<file path="src/rtl/sram_like_arbiter_pkg.sv">
// Shared types and constants for the sram-like two-master arbiter.
//   state_e       : arbiter FSM encoding (idle, locked to inst, locked to data)
//   SrcInst/Data  : one-bit source IDs stored in the response-routing FIFO
//   pick_data     : arbitration decision used while idle
package sram_like_arbiter_pkg;

  typedef enum logic [1:0] {
    StIdle     = 2'd0,
    StLockInst = 2'd1,
    StLockData = 2'd2
  } state_e;

  localparam logic SrcInst = 1'b0;
  localparam logic SrcData = 1'b1;

  // Data wins unless round-robin is on, both ports compete and data won last time.
  function automatic logic pick_data(input logic data_req, input logic inst_req,
                                     input logic rr_en, input logic rr_last);
    return data_req & (~rr_en | ~inst_req | (rr_last == SrcInst));
  endfunction

endpackage

</file>
<file path="src/rtl/sram_like_arbiter_src_id_fifo.sv">
// In-order FIFO of 1-bit source IDs, one entry per request accepted by the slave.
//   i_clk, i_resetn : clock, asynchronous active-low reset
//   i_push, i_id    : enqueue source ID (ignored when full)
//   i_pop           : dequeue head (ignored when empty)
//   o_head          : source ID of the oldest outstanding request
//   o_empty         : no outstanding requests
//   o_count         : number of outstanding requests
module sram_like_arbiter_src_id_fifo #(
  parameter int unsigned Depth = 4
) (
  input  logic                       i_clk,
  input  logic                       i_resetn,
  input  logic                       i_push,
  input  logic                       i_id,
  input  logic                       i_pop,
  output logic                       o_head,
  output logic                       o_empty,
  output logic [$clog2(Depth+1)-1:0] o_count
);

  localparam int unsigned PtrW = (Depth > 1) ? $clog2(Depth) : 1;
  localparam int unsigned CntW = $clog2(Depth + 1);
  localparam logic [PtrW-1:0] LastPtr = PtrW'(Depth - 1);

  logic [Depth-1:0] r_mem;
  logic [PtrW-1:0]  r_wr_ptr, r_rd_ptr;
  logic [CntW-1:0]  r_count;
  logic             w_full, w_push, w_pop;

  assign w_full  = (r_count == CntW'(Depth));
  assign o_empty = (r_count == '0);
  assign w_push  = i_push & ~w_full;
  assign w_pop   = i_pop & ~o_empty;
  assign o_head  = r_mem[r_rd_ptr];
  assign o_count = r_count;

  always_ff @(posedge i_clk or negedge i_resetn) begin
    if (!i_resetn) begin
      r_mem    <= '0;
      r_wr_ptr <= '0;
      r_rd_ptr <= '0;
      r_count  <= '0;
    end else begin
      if (w_push) begin
        r_mem[r_wr_ptr] <= i_id;
        // Explicit wrap so non-power-of-2 depths work.
        r_wr_ptr <= (r_wr_ptr == LastPtr) ? '0 : r_wr_ptr + PtrW'(1);
      end
      if (w_pop) begin
        r_rd_ptr <= (r_rd_ptr == LastPtr) ? '0 : r_rd_ptr + PtrW'(1);
      end
      if (w_push && !w_pop)      r_count <= r_count + CntW'(1);
      else if (!w_push && w_pop) r_count <= r_count - CntW'(1);
    end
  end

endmodule

</file>
<file path="src/rtl/sram_like_arbiter.sv">
// Merges the inst and data sram-like master ports onto one sram-like slave port.
// Per-request arbitration, grant locked until accepted; responses are routed back through an
// in-order source-ID FIFO.
//   clk, resetn                  : clock, asynchronous active-low reset
//   inst_* / data_*              : master request fields in, addr_ok/data_ok/rdata out
//   slave_*                      : muxed request out, addr_ok/data_ok/rdata in
//   proto_err                    : sticky, data_ok seen with nothing outstanding
module sram_like_arbiter
  import sram_like_arbiter_pkg::*;
#(
  parameter int unsigned OUTSTANDING = 4,
  parameter bit          RR_EN       = 1'b0
) (
  input  logic        clk,
  input  logic        resetn,
  input  logic        inst_req,
  input  logic        inst_wr,
  input  logic [1:0]  inst_size,
  input  logic [3:0]  inst_wstrb,
  input  logic [31:0] inst_addr,
  input  logic [31:0] inst_wdata,
  output logic        inst_addr_ok,
  output logic        inst_data_ok,
  output logic [31:0] inst_rdata,
  input  logic        data_req,
  input  logic        data_wr,
  input  logic [1:0]  data_size,
  input  logic [3:0]  data_wstrb,
  input  logic [31:0] data_addr,
  input  logic [31:0] data_wdata,
  output logic        data_addr_ok,
  output logic        data_data_ok,
  output logic [31:0] data_rdata,
  output logic        slave_req,
  output logic        slave_wr,
  output logic [1:0]  slave_size,
  output logic [3:0]  slave_wstrb,
  output logic [31:0] slave_addr,
  output logic [31:0] slave_wdata,
  input  logic        slave_addr_ok,
  input  logic        slave_data_ok,
  input  logic [31:0] slave_rdata,
  output logic        proto_err
);

  localparam int unsigned CntW = $clog2(OUTSTANDING + 1);

  state_e          r_state;
  logic            r_rr_last;
  logic            r_proto_err;
  logic            w_gnt_vld, w_gnt_src;
  logic            w_full, w_empty, w_head;
  logic            w_accept, w_pop;
  logic [CntW-1:0] w_count;

  assign w_full = (w_count == CntW'(OUTSTANDING));

  always_comb begin
    w_gnt_vld = 1'b0;
    w_gnt_src = SrcInst;
    case (r_state)
      StIdle: begin
        if (!w_full) begin
          if (pick_data(data_req, inst_req, RR_EN, r_rr_last)) begin
            w_gnt_vld = 1'b1;
            w_gnt_src = SrcData;
          end else if (inst_req) begin
            w_gnt_vld = 1'b1;
            w_gnt_src = SrcInst;
          end
        end
      end
      StLockInst: begin
        w_gnt_vld = 1'b1;
        w_gnt_src = SrcInst;
      end
      StLockData: begin
        w_gnt_vld = 1'b1;
        w_gnt_src = SrcData;
      end
      default: ;
    endcase
  end

  // Outputs are forced low while reset is asserted so the bridge sees nothing mid-reset.
  assign slave_req   = w_gnt_vld & ~w_full & resetn;
  assign slave_wr    = (w_gnt_src == SrcData) ? data_wr    : inst_wr;
  assign slave_size  = (w_gnt_src == SrcData) ? data_size  : inst_size;
  assign slave_wstrb = (w_gnt_src == SrcData) ? data_wstrb : inst_wstrb;
  assign slave_addr  = (w_gnt_src == SrcData) ? data_addr  : inst_addr;
  assign slave_wdata = (w_gnt_src == SrcData) ? data_wdata : inst_wdata;

  assign w_accept     = slave_req & slave_addr_ok;
  assign inst_addr_ok = w_accept & (w_gnt_src == SrcInst);
  assign data_addr_ok = w_accept & (w_gnt_src == SrcData);

  assign w_pop        = slave_data_ok & ~w_empty & resetn;
  assign inst_data_ok = w_pop & (w_head == SrcInst);
  assign data_data_ok = w_pop & (w_head == SrcData);
  assign inst_rdata   = slave_rdata;
  assign data_rdata   = slave_rdata;
  assign proto_err    = r_proto_err;

  always_ff @(posedge clk or negedge resetn) begin
    if (!resetn) begin
      r_state     <= StIdle;
      r_rr_last   <= SrcInst;
      r_proto_err <= 1'b0;
    end else begin
      case (r_state)
        StIdle: begin
          if (w_gnt_vld && !slave_addr_ok) begin
            r_state <= (w_gnt_src == SrcData) ? StLockData : StLockInst;
          end
        end
        StLockInst, StLockData: begin
          if (w_accept) r_state <= StIdle;
        end
        default: r_state <= StIdle;
      endcase
      if (w_accept) r_rr_last <= w_gnt_src;
      if (slave_data_ok && w_empty) r_proto_err <= 1'b1;
    end
  end

  sram_like_arbiter_src_id_fifo #(
    .Depth (OUTSTANDING)
  ) u_fifo (
    .i_clk    (clk),
    .i_resetn (resetn),
    .i_push   (w_accept),
    .i_id     (w_gnt_src),
    .i_pop    (w_pop),
    .o_head   (w_head),
    .o_empty  (w_empty),
    .o_count  (w_count)
  );

endmodule

</file>
<file path="config.mk">
export PLATFORM = sky130hd
export DESIGN_NAME = sram_like_arbiter
export DESIGN_NICKNAME = d
export VERILOG_FILES = /design/src/rtl/sram_like_arbiter_pkg.sv /design/src/rtl/sram_like_arbiter_src_id_fifo.sv /design/src/rtl/sram_like_arbiter.sv
export SDC_FILE = /design/constraint.sdc
export NUM_CORES = 1
export LEC_CHECK = 0
export CAP_MARGIN = 20
export CORE_AREA = 5 5 121 123
export DETAILED_ROUTE_END_ITERATION = 12
export DIE_AREA = 0 0 126 128
export MAX_ROUTING_LAYER = met4
export PLACE_DENSITY_LB_ADDON = 0.15
export SYNTH_ARGS = -nofsm -noshare
export SYNTH_HDL_FRONTEND = slang
export SYNTH_SLANG_ARGS = --single-unit
</file>
<file path="constraint.sdc">
create_clock -name clk -period 2.4 [get_ports clk]
set_clock_uncertainty 0.2 [all_clocks]
set_input_delay 0.48 -clock clk [delete_from_list [all_inputs] [get_ports clk]]
set_output_delay 0.48 -clock clk [all_outputs]
set_load 0.01 [all_outputs]
</file>
==> flow_metrics.tcl <==
set metrics [dict create \
    synth_cell_types 31 \
    die_w_um 126 \
    ys.flop_type "dfrtp_1" \
    rsz0062_at_grt "yes" \
    synth.area.mux_share_pct 42.3 \
    vdd.ir_drop.worst_uv 394 \
    ys_warn_count 0 \
    layout-drive-gt1-share_pct 50.8 \
    synth.avg_cell_area_sq_um 10.4 \
    cts.hold.buffers_added 0 \
    vias_per_cell 4.02 \
    cp-end-kind "output port" \
    cts.htree.levels 1 \
    synth_fa_ha_area_share_pct 5.60 \
    worstPathCellList "or3b_4 -> a31o_4 -> buf_12 -> mux2_4 -> buf_6" \
    die_h_um 128 \
    outcome "finished, violations left" \
    synth_area_leader_cell "mux2_2" \
    finalWorstSetupSlack_ps -282 \
    powerDensity_mw_per_mm2 931 \
    pin_count 321 \
    p_leak_nw 2.15 \
    grt_pass1_vias 2760 \
    syn_inst 228 \
    critPathTopFamily "simple AND/OR/NAND/NOR gates" \
    overflow 0 \
    synth_area_leaders "mux2_2 26%, buf_4 20%, mux2_4 15%, dfrtp_1 15%, ha_1 4.8%" \
    ys_seq_area_share_pct 14.8 \
    io_buffers 224 \
    synth_seq_cells 14 \
    drv_slew 0 \
    initial_core_util_pct 17.5 \
    route.antenna.remaining_nets 0 \
    hold_viol 0 \
    hold_depth 1 \
    yosys.area.top_type_share_pct 26.1 \
    via_count 2426 \
    grt_pass1_wl_um 19200 \
    place_hpwl_um 12100 \
    antenna_found_initial 0 \
    tightest_slew_ps 463 \
    track_usage_pct 16.7 \
    max_freq_mhz 373 \
    fill_cells 1401 \
    dp.cells 587 \
    grt_max_degree 18 \
    arrival_ps 2000 \
    die_area_sq_mm 0.0161 \
    cts_tree "yes" \
    cap_violations 0 \
    max_stage_delay_ps 450 \
    root_buffer "clkbuf_16" \
    place_congestion 0.873 \
    clk_pin_slew_ps 40 \
    syn_to_final_growth_pct 112 \
    reg2regPathDepth 9 \
    timing.final.crit_share_pct 112 \
    antenna_cells 0 \
    setup_viol 74 \
    synth_top_family_by_area "multiplexers" \
    criticalPathCategory "reg2out" \
    wl_per_cell_um 24.1 \
    drc 0 \
    min_period_ps 2680 \
    synth-simple-area-share_pct 5.28 \
    fin_cells 603 \
    cts_sinks 14 \
    drt_pre_antenna_iters 4 \
    synth-xor-area-share_pct 1.11 \
    async_reset_ff_share_pct 100 \
    drt_iter0_drc 53 \
    core_sq_mm 0.0136 \
    required_ps 1720 \
    path_max_fanout 5 \
    cts_buffers 3 \
    synth_edf_count 0 \
    clk_latency_ps 240 \
    layout.nets 614 \
    p_total_mw 4.67 \
    fp-row-count 43 \
    synth_compound_area_share_pct 6.39 \
    syn_area_sq_mm 0.00237 \
    cp_num_cells 5 \
    ctsLongestPathBuffers 2 \
    violations "setup timing" \
    path_buf_inv 2 \
    slew_headroom_pct 69.1 \
    wirelength_um 14500 \
    synth_nets 418 \
    tns_ps -16260 \
    critPathSlowestCell "or3b_4" \
    hold_class "reg2reg" \
    startpoint_type "flop" \
]
final cells by class:
class	instances	area, sq um	area share [%]
well taps	180	225	4.49
flip-flops and latches	14	350	6.98
inverters	6	22.5	0.449
repair buffers	264	2750	54.8
clock buffers	4	88.8	1.77
multi-input cells	135	1580	31.5
placed cells by master, fill, tap and decap left out, types with 2 or more instances in the layout:
cell               n
buf_4             24
o21a_1             3
inv_1              2
clkbuf_16          7
dfrtp_1           14
dlygate4sd2_1      3
nor3_1             2
mux2_2            50
nor2_1             5
buf_6             75
xor2_1             2
clkbuf_2           4
mux2_4            29
o21ai_0            3
o311ai_0           2
a31o_4             3
inv_2              4
clkdlybuf4s50_1  146
o211ai_1           7
a21o_1             2
buf_8              3
buf_12             3
ha_4               3
ha_1               5
and4b_1            4
cells in the mapped netlist (4+ instances only):
cell type  count
buf_6          4
mux2_4        24
o211ai_1       7
mux2_2        55
o21ai_0        4
ha_1           9
inv_1          6
dfrtp_1       14
buf_4         64
buf_2          5
and4b_1        4
nor2_1         6
where the power goes:
part           switching, mW  total (mW)  internal, mW
Sequential            0.0757       0.419         0.344
Combinational           1.55        3.91          2.36
Clock                 0.0911       0.343         0.252
Total                   1.72        4.67          2.95
routing by layer:
metal	track usage, %	part of all wire (%)
met1	19.1	39
met2	22.2	40
met3	14.1	19
met4	3.72	1.8
met5	-	0
cells by family (layout without fill, tap and decap cells):
family,after synthesis,count (layout)
adder cells (fa/ha/maj),10,10
AND/OR/NAND/NOR,19,19
AO/OA/AOI/OAI,21,23
buffers and inverters,81,274
flip-flops,14,14
XOR/XNOR,3,3
multiplexers,80,80
through the flow:
stage	setup WS, ps	instance area [sq um]	hold slack [ps]	util [%]
2_1_floorplan	-93.1	2400	-15.6	-
3_3_place_gp	-697	4560	240	33.7
3_5_place_dp	-713	4560	250	33.7
4_1_cts	-391	4860	258	35.9
5_1_grt	-322	5020	282	37.0
6_report	-282	5020	259	37.0
flip-flops by register name, summed over array words and instances (netlist names):
| name | cells |
|---|---|
| u_fifo.r_mem | 4 |
| u_fifo.o_count | 3 |
| r_state | 2 |
| u_fifo.r_rd_ptr | 2 |
| u_fifo.r_wr_ptr | 2 |
| proto_err | 1 |
timing repair:
item / in CTS / in global routing
gates resized for setup: 358 / 73
setup endpoints to repair: 78 / 77
pin swaps: 9 / 7
gates cloned: 2 / 5
buffers inserted: 9 / 1
final timing paths:
| check | endpoint | slack, ps | start |
|---|---|---|---|
| worst max-delay path | slave_wdata[27] | -280 | u_fifo.o_count[1] |
| worst min-delay path | proto_err | 260 | proto_err |
| worst max register to register | u_fifo.o_count[1] | -130 | u_fifo.o_count[1] |
| worst min register to register | proto_err | 260 | proto_err |
| max in group asynchronous | u_fifo.r_mem[3] | 1500 | resetn |
| min in group asynchronous | u_fifo.o_count[1] | 310 | resetn |
Note: power is estimated with default switching activity, not from simulation.
